**src/rtl/pi_ctrl_seq.sv**
```systemverilog
// Control sequencer for the shared 16-bit PI datapath ALU: starts an A2D conversion, steps the
// ALU selects/op flags through one PI update and captures each ALU result into its register.
module pi_ctrl_seq #(
    parameter logic [2:0]  CHNL        = 3'd0,
    parameter int unsigned MULT_CYCLES = 2,
    parameter int unsigned CNV_TIMEOUT = 255
) (
    input  logic        clk,
    input  logic        rst_n,
    input  logic        go_i,
    input  logic        cnv_cmplt_i,
    input  logic [15:0] dst_i,
    output logic        strt_cnv_o,
    output logic [2:0]  chnnl_o,
    output logic [2:0]  src0sel_o,
    output logic [2:0]  src1sel_o,
    output logic        multiply_o,
    output logic        sub_o,
    output logic        mult2_o,
    output logic        mult4_o,
    output logic        saturate_o,
    output logic [11:0] error_o,
    output logic [11:0] intgrl_o,
    output logic [11:0] icomp_o,
    output logic [15:0] pcomp_o,
    output logic [15:0] accum_o,
    output logic [11:0] duty_o,
    output logic        done_o,
    output logic        cnv_err_o
);

    localparam int unsigned StepW = (MULT_CYCLES > 1) ? $clog2(MULT_CYCLES) : 1;
    localparam logic [StepW-1:0] StepLast = StepW'(MULT_CYCLES - 1);
    localparam logic [7:0] TmoLast = 8'(CNV_TIMEOUT - 1);

    typedef enum logic [3:0] {
        StIdle, StCnv, StErr, StIntg, StIcmp, StPcmp, StAcc, StOut, StDone
    } state_e;

    state_e           state_q;
    logic [7:0]       tmo_q;
    logic [StepW-1:0] step_q;
    logic [1:0]       int_dec_q;
    logic [11:0]      error_q, intgrl_q, icomp_q, duty_q;
    logic [15:0]      pcomp_q, accum_q;
    logic             strt_cnv_q, done_q, cnv_err_q;

    always_ff @(posedge clk or negedge rst_n) begin
        if (!rst_n) begin
            state_q    <= StIdle;
            tmo_q      <= '0;
            step_q     <= '0;
            int_dec_q  <= '0;
            error_q    <= '0;
            intgrl_q   <= '0;
            icomp_q    <= '0;
            pcomp_q    <= '0;
            accum_q    <= '0;
            duty_q     <= '0;
            strt_cnv_q <= 1'b0;
            done_q     <= 1'b0;
            cnv_err_q  <= 1'b0;
        end else begin
            strt_cnv_q <= 1'b0;
            done_q     <= 1'b0;
            cnv_err_q  <= 1'b0;
            unique case (state_q)
                StIdle: begin
                    if (go_i) begin
                        strt_cnv_q <= 1'b1;
                        tmo_q      <= '0;
                        state_q    <= StCnv;
                    end
                end
                StCnv: begin
                    if (cnv_cmplt_i) begin
                        state_q <= StErr;
                    end else if (tmo_q == TmoLast) begin
                        cnv_err_q <= 1'b1;
                        state_q   <= StIdle;
                    end else begin
                        tmo_q <= tmo_q + 8'd1;
                    end
                end
                StErr: begin
                    error_q <= dst_i[11:0];
                    state_q <= StIntg;
                end
                StIntg: begin
                    // Integrator only updates on every fourth loop.
                    if (int_dec_q == 2'b11) intgrl_q <= dst_i[11:0];
                    step_q  <= '0;
                    state_q <= StIcmp;
                end
                StIcmp: begin
                    if (step_q == StepLast) begin
                        icomp_q <= dst_i[11:0];
                        step_q  <= '0;
                        state_q <= StPcmp;
                    end else begin
                        step_q <= step_q + 1'b1;
                    end
                end
                StPcmp: begin
                    if (step_q == StepLast) begin
                        pcomp_q <= dst_i;
                        step_q  <= '0;
                        state_q <= StAcc;
                    end else begin
                        step_q <= step_q + 1'b1;
                    end
                end
                StAcc: begin
                    accum_q <= dst_i;
                    state_q <= StOut;
                end
                StOut: begin
                    duty_q  <= dst_i[11:0];
                    done_q  <= 1'b1;
                    state_q <= StDone;
                end
                StDone: begin
                    int_dec_q <= int_dec_q + 2'd1;
                    state_q   <= StIdle;
                end
                default: state_q <= StIdle;
            endcase
        end
    end

    always_comb begin
        src0sel_o  = 3'd0;
        src1sel_o  = 3'd0;
        multiply_o = 1'b0;
        sub_o      = 1'b0;
        saturate_o = 1'b0;
        unique case (state_q)
            StErr: begin
                src1sel_o  = 3'd4;
                src0sel_o  = 3'd0;
                sub_o      = 1'b1;
                saturate_o = 1'b1;
            end
            StIntg: begin
                src1sel_o  = 3'd3;
                src0sel_o  = 3'd1;
                saturate_o = 1'b1;
            end
            StIcmp: begin
                src1sel_o  = 3'd1;
                src0sel_o  = 3'd1;
                multiply_o = 1'b1;
            end
            StPcmp: begin
                src1sel_o  = 3'd2;
                src0sel_o  = 3'd4;
                multiply_o = 1'b1;
            end
            StAcc: begin
                src1sel_o = 3'd4;
                src0sel_o = 3'd3;
                sub_o     = 1'b1;
            end
            StOut: begin
                src1sel_o  = 3'd0;
                src0sel_o  = 3'd2;
                sub_o      = 1'b1;
                saturate_o = 1'b1;
            end
            default: ;
        endcase
    end

    assign mult2_o    = 1'b0;
    assign mult4_o    = 1'b0;
    assign chnnl_o    = CHNL;
    assign strt_cnv_o = strt_cnv_q;
    assign done_o     = done_q;
    assign cnv_err_o  = cnv_err_q;
    assign error_o    = error_q;
    assign intgrl_o   = intgrl_q;
    assign icomp_o    = icomp_q;
    assign pcomp_o    = pcomp_q;
    assign accum_o    = accum_q;
    assign duty_o     = duty_q;

endmodule

```
**config.mk**
```make
export PLATFORM = sky130hd
export DESIGN_NAME = pi_ctrl_seq
export DESIGN_NICKNAME = d
export VERILOG_FILES = /design/src/rtl/pi_ctrl_seq.sv
export SDC_FILE = /design/constraint.sdc
export NUM_CORES = 1
export LEC_CHECK = 0
export ABC_AREA = 1
export BUFFER_PORTS_ARGS = -buffer_cell sky130_fd_sc_hd__buf_2
export CAP_MARGIN = 20
export CORE_MARGIN = 2
export CORE_UTILIZATION = 40
export CTS_CLUSTER_SIZE = 20
export DETAILED_ROUTE_END_ITERATION = 16
export PLACE_DENSITY = 0.63
export SLEW_MARGIN = 10
export SYNTH_ARGS = -nofsm -noshare
export SYNTH_HDL_FRONTEND = slang
export SYNTH_SLANG_ARGS = --single-unit
```
**constraint.sdc**
```tcl
create_clock -name clk -period 2 [get_ports clk]
set_clock_uncertainty 0.2 [all_clocks]
set_input_delay 0.4 -clock clk [delete_from_list [all_inputs] [get_ports clk]]
set_output_delay 0.4 -clock clk [all_outputs]
set_load 0.02 [all_outputs]
```
==> impl_metrics.py, run 1 <==
metrics = {
    "hold_path": {
        "hold_path_end": "cnv_err_o",
        "hp-class": "input pin to flip-flop",
        "hold_path_depth": 2,
        "hp-start": "cnv_cmplt_i",
    },
    "floorplan": {
        "start_util_pct": 40.6,
        "core_area_um2": 10200,
        "num_rows": 37,
        "num_io_pins": 117,
        "die_area_um2": 11200,
        "fp.dieH_um": 106,
        "die_x_um": 106,
    },
    "worst_setup_path": {
        "endpoint_kind": "output pin",
        "slowest_delay_ns": 0.40,
        "critPathBufInv": 3,
        "critPathMaxFanout": 8,
        "path_delay_family": "flip-flops",
        "crit_chain": "inv_2 -> buf_12 -> nand2_8 -> nor2_2 -> buf_4",
        "r2r_end": "intgrl_o[2]",
        "arrival_ns": 1.41,
        "crit_path_start_kind": "flip-flop",
        "regToRegSetupSlack_ns": 0.28,
        "r2r_start": "state_q[3]",
        "worstSetupPathType": "flip-flop to output pin",
        "slowest_stage": "dfrtp_1",
        "worst_ep_required_time_ns": 1.40,
        "rr_worst_depth": 7,
    },
    "final_layout": {
        "register_area_um2": 2450,
        "num-fill-cells": 952,
        "instances_no_fill": 688,
        "multi_input_area_um2": 1430,
        "areaGrowthSynthToFinish_pct": 24.6,
        "final_cell_mix": "121 x nand2_1, 102 x buf_2, 96 x dfrtp_1, 45 x o21ai_1, 26 x inv_1",
        "drive_gt1_share_pct": 35.5,
        "n_antenna_cell": 0,
        "final_net_count": 571,
        "final_common_cell": "nand2_1",
    },
    "clock_tree": {
        "numCtsBuffers": 9,
        "clk_latency_ns": 0.35,
        "cts.clk_slew.worst_paths_ns": 0.09,
        "cts_num_sinks": 98,
        "cts_tree": "yes",
        "root_buffer": "clkbuf_8",
        "htreeDepth": 3,
        "cts_buffer_depth": 2,
    },
    "sta": {
        "fin_crit_ns": 2.01,
        "setup_viol": 1,
        "relSlewSlack_pct": 62.5,
        "tightest_slew_ns": 0.561,
        "finalCritPeriodShare_pct": 101,
        "fmax_mhz": 497,
        "whs_ns": 0.0575,
        "slew_violations": 0,
        "worst_slack_ns": -0.0114,
        "finalHoldViolations": 0,
        "rsz0062_at_grt": "true",
    },
    "route": {
        "routed_via_density": 4.66,
        "routed-wl-met2_mm": 4.59,
        "dr.pass1.iters": 6,
        "drtAntennaViolNets": 0,
        "wl_mm": 9.71,
        "top_layer": "met4",
        "first_iter_violations": 175,
        "drt-wirelength-per-cell_um": 14.1,
        "drc_errors": 0,
        "wl_met1_mm": 4.23,
        "dr_wl_met3_um": 749,
        "vias": 3209,
    },
    "pwr": {
        "p_total_mw": 8.37,
        "p_leak_nw": 2.71,
        "p_per_area_nw_per_um2": 1630,
        "ir_drop_uv": 742,
    },
    "global_routing": {
        "antenna_found_initial": 0,
        "globalRoute.totalOverflow": 0,
        "first_global_vias": 3180,
        "grt_start_max_net_pins": 99,
        "grt_pass1_wl_mm": 15.8,
        "grtUsageTotal_pct": 17.9,
    },
    "synth": {
        "yosysWarnings": 0,
        "syn_area_per_cell_um2": 9.86,
        "syn_inst": 419,
        "synth_cell_type_count": 27,
        "yosysSeqAreaShare_pct": 59.4,
        "yosys_register_bits": 98,
        "synthesis.area_um2": 4130,
    },
    "placement": {
        "io_buffers": 111,
        "place_congestion": 0.871,
        "dpl.hpwl_mm": 6.57,
        "dp_cells": 656,
    },
    "status": {
        "violations": "negative setup slack",
        "outcome": "finished with violations",
    },
    "run": {
        "maxCapViolations": 0,
    },
}
==> metrics by stage <==
step	setup TNS [ns]	area [um2]	worst slack (ns)	util, %
CTS	-0.0336	5000	-0.0186	49.1
global placement	0	4750	0.298	46.6
detailed placement	0	4750	0.242	46.6
floorplan	0	4150	0.254	-
global route	-0.256	5140	-0.0558	50.5
finish	-0.0114	5140	-0.0114	50.5
==> worst max-delay path by stage <==
stage | end | from | slack [ns] | cells after the start
global placement | src0sel_o[0] | state_q[3] | 0.30 | 6
detailed placement | src1sel_o[1] | state_q[3] | 0.24 | 6
finish | multiply_o | state_q[3] | -0.01 | 5
CTS | src1sel_o[1] | state_q[3] | -0.02 | 6
floorplan | saturate_o | state_q[1] | 0.25 | 5
global route | src1sel_o[1] | state_q[3] | -0.06 | 5
==> logic make-up after synthesis <==
family	synth area share, %
simple gates	19.1
buf+inv	7.48
fa+ha+maj	0.909
other cells	0.0908
xor+xnor	0.424
mux	0.273
flops	59.4
compound gates	12.3
==> repair_timing <==
action / 4_1_cts / 5_1_grt
pin swaps: 3 / 4
resized for setup: 12 / 23
setup buffers: 7 / 9
hold buffers: 1 / 0
hold endpoints to repair: 98 / 0
gates cloned: 0 / 0
endpoints found under the setup margin: 8 / 8
==> layout make-up <==
| cell class | count | area share [%] |
|---|---|---|
| Multi-Input combinational cell | 272 | 27.8 |
| Sequential cell | 98 | 47.7 |
| Tap cell | 136 | 3.31 |
| Clock buffer | 13 | 2.89 |
| Clock inverter | 2 | 0.268 |
| Inverter | 33 | 2.55 |
| Timing Repair Buffer | 134 | 15.5 |
==> sequential cells by signal, summed over array words and instances, names as in the netlist, 2 cells and up <==
signal / count
state_q: 4
tmo_q: 8
duty_o: 12
error_o: 12
icomp_o: 12
pcomp_o: 16
intgrl_o: 12
accum_o: 16
int_dec_q: 2
==> routing by layer <==
metal / up-vias / track usage, %
met5: - / 0
met4: 0 / 6.30
met3: 10 / 6.25
met2: 111 / 28.2
met1: 1504 / 23.1
li1: 1584 / -
==> power breakdown <==
part | internal (mW) | total [mW] | switching, mW
clock network | 0.483 | 1.12 | 0.639
registers | 2.79 | 3.28 | 0.486
logic | 1.42 | 3.97 | 2.55
==> cells in the mapped netlist <==
| master | count | share of area (%) |
|---|---|---|
| clkbuf_2 | 1 | 0.12 |
| nor2_1 | 13 | 1.2 |
| xnor2_1 | 2 | 0.42 |
| inv_2 | 4 | 0.36 |
| nand2_1 | 123 | 11 |
| conb_1 | 1 | 0.091 |
| buf_6 | 10 | 2.7 |
| a21oi_1 | 2 | 0.24 |
| nand3_2 | 2 | 0.48 |
| o21ai_2 | 17 | 3.6 |
| o21ai_1 | 42 | 5.1 |
| ha_1 | 3 | 0.91 |
| buf_4 | 9 | 1.6 |
| nand2_2 | 5 | 0.76 |
| nand3_4 | 1 | 0.42 |
| dfrtp_1 | 98 | 59 |
| nand3_1 | 11 | 1.3 |
| nand2_4 | 5 | 1.4 |
| nand4_1 | 3 | 0.45 |
| o21bai_1 | 2 | 0.36 |
| nor3_1 | 2 | 0.24 |
| nor2_4 | 4 | 1.1 |
| o21ai_0 | 25 | 3.0 |
| inv_1 | 29 | 2.6 |
| or2_1 | 1 | 0.15 |
| mux2_2 | 1 | 0.27 |
| nor2_2 | 3 | 0.45 |
Note: power is estimated with default switching activity, not from simulation.
==> run 2, diff against run 1 <==
--- a/config.mk
+++ b/config.mk
@@ -10,6 +10,7 @@
 export CAP_MARGIN = 20
 export CORE_MARGIN = 2
 export CORE_UTILIZATION = 40
+export CTS_BUF_LIST = sky130_fd_sc_hd__clkbuf_8
 export CTS_CLUSTER_SIZE = 20
 export DETAILED_ROUTE_END_ITERATION = 16
 export PLACE_DENSITY = 0.63
==> run 2 against run 1 <==
The run still ends with negative setup slack left. Final area is the same. Clock power is essentially flat. Routed wire length shrank 0.22%. First-iteration DRC count grew 2.3%. Hold slack gained 0.013 ns. Sequential share of layout area is the same. Cell count is the same. Critical path type unchanged. Critical endpoint unchanged.
==> impl_metrics.py, run 2 (same netlist as run 1, synthesis figures left out) <==
metrics = {
    "sta": {
        "finalCritPeriodShare_pct": 101,
        "fmax_mhz": 497,
        "rsz0062_at_grt": "true",
        "tightest_slew_ns": 0.561,
        "relSlewSlack_pct": 62.5,
        "finalHoldViolations": 0,
        "setup_viol": 1,
        "whs_ns": 0.0703,
        "fin_crit_ns": 2.01,
        "worst_slack_ns": -0.0105,
        "setup_tns_ns": -0.0105,
        "slew_violations": 0,
    },
    "final_layout": {
        "finalInstanceArea_um2": 5140,
        "final_cell_mix": "121 x nand2_1, 102 x buf_2, 96 x dfrtp_1, 45 x o21ai_1, 29 x inv_1",
        "areaGrowthSynthToFinish_pct": 24.6,
        "fin_util_pct": 50.5,
        "num-fill-cells": 952,
        "n_antenna_cell": 0,
        "final_net_count": 571,
        "instances_no_fill": 688,
        "drive_gt1_share_pct": 35.5,
        "final_common_cell": "nand2_1",
    },
    "floorplan": {
        "die_x_um": 106,
        "start_util_pct": 40.6,
        "num_io_pins": 117,
        "fp.dieH_um": 106,
        "num_rows": 37,
        "die_area_um2": 11200,
        "core_area_um2": 10200,
    },
    "placement": {
        "post-place-ws_ns": 0.242,
        "io_buffers": 111,
        "postPlaceCellArea_um2": 4750,
        "place_congestion": 0.871,
        "dp_cells": 656,
        "dpl.hpwl_mm": 6.57,
    },
    "global_routing": {
        "grtUsageTotal_pct": 17.9,
        "first_global_vias": 3180,
        "grtUsageMet1_pct": 23.1,
        "grt_start_max_net_pins": 99,
        "antenna_found_initial": 0,
        "grtUsageMet2_pct": 28.2,
        "gr-max-usage-layer": "met2",
        "grt_pass1_wl_mm": 15.8,
        "grtUsageMet3_pct": 6.25,
        "globalRoute.totalOverflow": 0,
    },
    "clock_tree": {
        "cts_num_sinks": 98,
        "cts.clk_slew.worst_paths_ns": 0.09,
        "numCtsBuffers": 9,
        "htreeDepth": 3,
        "clk_latency_ns": 0.35,
        "root_buffer": "clkbuf_8",
        "cts_tree": "yes",
        "cts_buffer_depth": 2,
    },
    "route": {
        "drt-wirelength-per-cell_um": 14.1,
        "dr.pass1.iters": 6,
        "first_iter_violations": 179,
        "drc_errors": 0,
        "wl_mm": 9.69,
        "vias": 3204,
        "drtAntennaViolNets": 0,
        "routed_via_density": 4.66,
    },
    "run": {
        "maxCapViolations": 0,
    },
    "pwr": {
        "p_per_area_nw_per_um2": 1620,
        "ir_drop_uv": 742,
        "p_switching_mw": 3.67,
        "p_leak_nw": 2.72,
        "clockPowerShare_pct": 13.3,
        "p_comb_share_pct": 47.5,
        "p_total_mw": 8.35,
        "internal-power_mw": 4.68,
        "switching_share_pct": 43.9,
        "power_frac_seq_pct": 39.2,
    },
    "hold_path": {
        "hp-class": "input pin to flip-flop",
    },
    "worst_setup_path": {
        "arrival_ns": 1.41,
        "path_delay_family": "flip-flops",
        "crit_chain": "inv_2 -> buf_12 -> nand2_8 -> nor2_2 -> buf_4",
        "crit_path_start_kind": "flip-flop",
        "slowest_delay_ns": 0.40,
        "worstSetupPathType": "flip-flop to output pin",
        "worst_ep_required_time_ns": 1.40,
        "endpoint_kind": "output pin",
        "slowest_stage": "dfrtp_1",
        "critPathMaxFanout": 8,
        "critPathBufInv": 3,
    },
    "status": {
        "outcome": "finished with violations",
        "violations": "negative setup slack",
    },
}
-- run 2: changes by cell type in the layout (fill, tap and decap cells not counted), sizes merged --
cell    delta
clkbuf     -3
inv        +3
-- run 2: area by class of cell --
cell class	instances	area [um2]	share of cell area, %
inverters	33	131	2.55
repair buffers	134	797	15.5
clock buffers	10	138	2.68
flip-flops and latches	98	2450	47.7
multi-input cells	272	1430	27.8
clock inverters	5	25.0	0.486
well taps	136	170	3.31
-- run 2: worst reg2reg max path, cell delays in order (launching register included) --
cell     delay (ns)
dfrtp_1        0.40
inv_2          0.11
nand2_4        0.09
nor2_4         0.11
buf_4          0.12
nand2_2        0.30
nand2_1        0.20
o21ai_2        0.06
-- run 2: path summary, 6_finish.rpt --
kind / startpoint / endpoint / slack (ns) / cells past startpoint
worst max-delay path: state_q[3] / multiply_o / -0.01 / 5
worst min-delay path: cnv_cmplt_i / cnv_err_o / 0.07 / 2
worst max register to register: state_q[3] / intgrl_o[2] / 0.28 / 7
worst min register to register: error_o[1] / error_o[1] / 0.29 / 2
max in group asynchronous: rst_n / state_q[1] / 0.71 / 3
min in group asynchronous: rst_n / intgrl_o[0] / 0.43 / 3
-- run 2: power by group through the flow --
stage          clock, mW  combinational [mW]  sequential (mW)
4_1_cts             1.15                3.77             3.27
5_1_grt             1.21                4.36             3.38
6_report            1.11                3.97             3.28
3_5_place_dp           0                3.64             3.29
2_1_floorplan          0                1.54             4.16
3_3_place_gp           0                3.56             3.27
-- run 2: what timing repair did --
item / CTS / global route
endpoints found under the hold margin: 98 / 0
hold buffers: 1 / 0
buffers inserted: 7 / 9
endpoints found under the setup margin: 8 / 8
pin swaps: 3 / 4
resized for setup: 12 / 23
-- run 2: routing by layer --
layer | vias up | part of all wire (%) | wire (um)
met1 | 1500 | 43 | 4210
met4 | 0 | 1.8 | 174
met3 | 13 | 7.7 | 745
li1 | 1583 | - | -
met2 | 108 | 47 | 4560
met5 | - | 0 | 0
==> run 3, diff against run 2 <==
--- a/config.mk
+++ b/config.mk
@@ -8,13 +8,16 @@
 export ABC_AREA = 1
 export BUFFER_PORTS_ARGS = -buffer_cell sky130_fd_sc_hd__buf_2
 export CAP_MARGIN = 20
+export CELL_PAD_IN_SITES_DETAIL_PLACEMENT = 1
+export CELL_PAD_IN_SITES_GLOBAL_PLACEMENT = 2
 export CORE_MARGIN = 2
-export CORE_UTILIZATION = 40
+export CORE_UTILIZATION = 32
 export CTS_BUF_LIST = sky130_fd_sc_hd__clkbuf_8
 export CTS_CLUSTER_SIZE = 20
 export DETAILED_ROUTE_END_ITERATION = 16
-export PLACE_DENSITY = 0.63
+export PLACE_DENSITY = 0.8
 export SLEW_MARGIN = 10
 export SYNTH_ARGS = -nofsm -noshare
 export SYNTH_HDL_FRONTEND = slang
 export SYNTH_SLANG_ARGS = --single-unit
+export TNS_END_PERCENT = 1
==> run 3 against run 2 <==
The run still ends with negative setup slack left. First-iteration DRC count fell by 49%. Sequential share of layout area fell by 0.82 points. Sequential cell count did not move. Total power rose by 2.6%. Critical path type unchanged. Largest cell class unchanged. Largest power group unchanged.
==> impl_metrics.py, run 3 (same netlist as run 1, synthesis figures left out) <==
metrics = {
    "status": {
        "outcome": "finished with violations",
        "violations": "negative setup slack",
    },
    "floorplan": {
        "fp.dieH_um": 118,
        "die_area_um2": 13800,
        "core_area_um2": 12600,
        "num_io_pins": 117,
        "die_x_um": 118,
        "num_rows": 41,
        "start_util_pct": 32.7,
    },
    "pwr": {
        "p_per_area_nw_per_um2": 1640,
        "p_switching_mw": 3.73,
        "clockPowerShare_pct": 15.1,
        "ir_drop_uv": 624,
        "p_leak_nw": 2.73,
        "switching_share_pct": 43.5,
        "p_comb_share_pct": 46.6,
        "power_frac_seq_pct": 38.4,
        "internal-power_mw": 4.84,
        "p_total_mw": 8.56,
    },
    "clock_tree": {
        "htreeDepth": 3,
        "clk_latency_ns": 0.37,
        "cts_num_sinks": 98,
        "numCtsBuffers": 9,
        "cts_tree": "yes",
        "cts_buffer_depth": 2,
        "root_buffer": "clkbuf_8",
        "cts.clk_slew.worst_paths_ns": 0.09,
    },
    "worst_setup_path": {
        "worst_ep_required_time_ns": 1.40,
        "arrival_ns": 1.44,
        "crit_path_start_kind": "flip-flop",
        "worstSetupPathType": "flip-flop to output pin",
        "r2r_end": "intgrl_o[8]",
        "critPathMaxFanout": 4,
        "r2r_start": "state_q[1]",
        "endpoint_kind": "output pin",
        "rr_worst_depth": 9,
        "regToRegSetupSlack_ns": 0.22,
    },
    "sta": {
        "fin_crit_ns": 2.04,
        "fmax_mhz": 491,
        "rsz0062_at_grt": "true",
        "slew_violations": 0,
        "finalCritPeriodShare_pct": 102,
        "finalHoldViolations": 0,
        "setup_viol": 7,
        "setup_tns_ns": -0.122,
        "worst_slack_ns": -0.0379,
        "whs_ns": 0.0476,
    },
    "final_layout": {
        "instances_no_fill": 723,
        "fin_util_pct": 41.5,
        "n_antenna_cell": 0,
        "drive_gt1_share_pct": 35.6,
        "final_common_cell": "nand2_1",
        "areaGrowthSynthToFinish_pct": 26.8,
        "finalInstanceArea_um2": 5240,
        "num-fill-cells": 1499,
        "final_cell_mix": "122 x nand2_1, 103 x buf_2, 95 x dfrtp_1, 44 x o21ai_1, 29 x inv_1",
        "final_net_count": 569,
    },
    "run": {
        "maxCapViolations": 0,
    },
    "placement": {
        "place_congestion": 0.844,
        "io_buffers": 111,
        "dpl.hpwl_mm": 7.99,
        "dp_cells": 692,
        "post-place-ws_ns": 0.249,
        "postPlaceCellArea_um2": 4820,
    },
    "global_routing": {
        "antenna_found_initial": 0,
        "grtUsageTotal_pct": 16.6,
        "globalRoute.totalOverflow": 0,
        "grt_pass1_wl_mm": 18.1,
        "first_global_vias": 3449,
        "grt_start_max_net_pins": 41,
    },
    "route": {
        "wl_mm": 11.0,
        "drc_errors": 0,
        "dr.pass1.iters": 4,
        "first_iter_violations": 92,
        "wl_met1_mm": 4.53,
        "top_layer": "met4",
        "vias": 3225,
        "dr_wl_met3_um": 803,
        "routed_via_density": 4.46,
        "drt-wirelength-per-cell_um": 15.2,
        "drtAntennaViolNets": 0,
        "routed-wl-met2_mm": 5.50,
    },
    "hold_path": {
        "hold_path_depth": 2,
        "hp-class": "input pin to flip-flop",
        "hp-start": "cnv_cmplt_i",
        "hold_path_end": "cnv_err_o",
    },
}
-- run 3: cell types whose count changed in the layout (fill, tap and decap cells not counted), moves of 2 or more --
cell	change
buf_12	+2
buf_4	-4
inv_4	+2
nand2_4	-2
-- run 3: routing by layer --
layer  vias up  global-route usage (%)
met5         -                       0
met4         0                    5.42
met3        10                    6.06
met2        82                    27.9
met1      1553                    19.7
li1       1580                       -
-- run 3: worst max-delay path by stage --
stage | startpoint | endpoint | slack, ns | depth (start not counted)
3_5_place_dp | state_q[3] | src0sel_o[0] | 0.25 | 6
6_report | state_q[0] | src1sel_o[2] | -0.04 | 5
2_1_floorplan | state_q[1] | saturate_o | 0.25 | 5
3_3_place_gp | state_q[3] | src0sel_o[0] | 0.27 | 6
4_1_cts | state_q[0] | saturate_o | -0.06 | 5
5_1_grt | state_q[3] | src0sel_o[0] | -0.10 | 6
-- run 3: layout make-up --
type                       instances  area, um2  share of cell area, %
multi-input combinational        272       1440                   27.5
inverter                          33        129                   2.46
sequential                        98       2460                   46.9
timing repair buffer             132        801                   15.3
clock buffer                      11        151                   2.89
clock inverter                     5       46.3                  0.884
tap                              172        215                   4.11
-- run 3: repair_timing --
action                                  4_1_cts  5_1_grt
endpoints found under the hold margin        27        0
pin swaps                                     3        2
endpoints found under the setup margin        8        8
resized for setup                            21       13
hold buffers                                  1        0
buffers inserted                             11        3
-- run 3: critical path, stage by stage, from the launching register on --
cell,delay (ns)
dfrtp_1,0.44
buf_6,0.16
nor2_4,0.16
nand2_4,0.09
nand2_2,0.10
buf_6,0.12
-- run 3: power groups by stage --
stage,Sequential (mW),Combinational [mW],Clock (mW)
2_1_floorplan,4.16,1.54,0
3_3_place_gp,3.26,3.65,0
3_5_place_dp,3.30,3.76,0
4_1_cts,3.29,3.91,1.35
5_1_grt,3.40,4.39,1.43
6_report,3.28,3.99,1.29
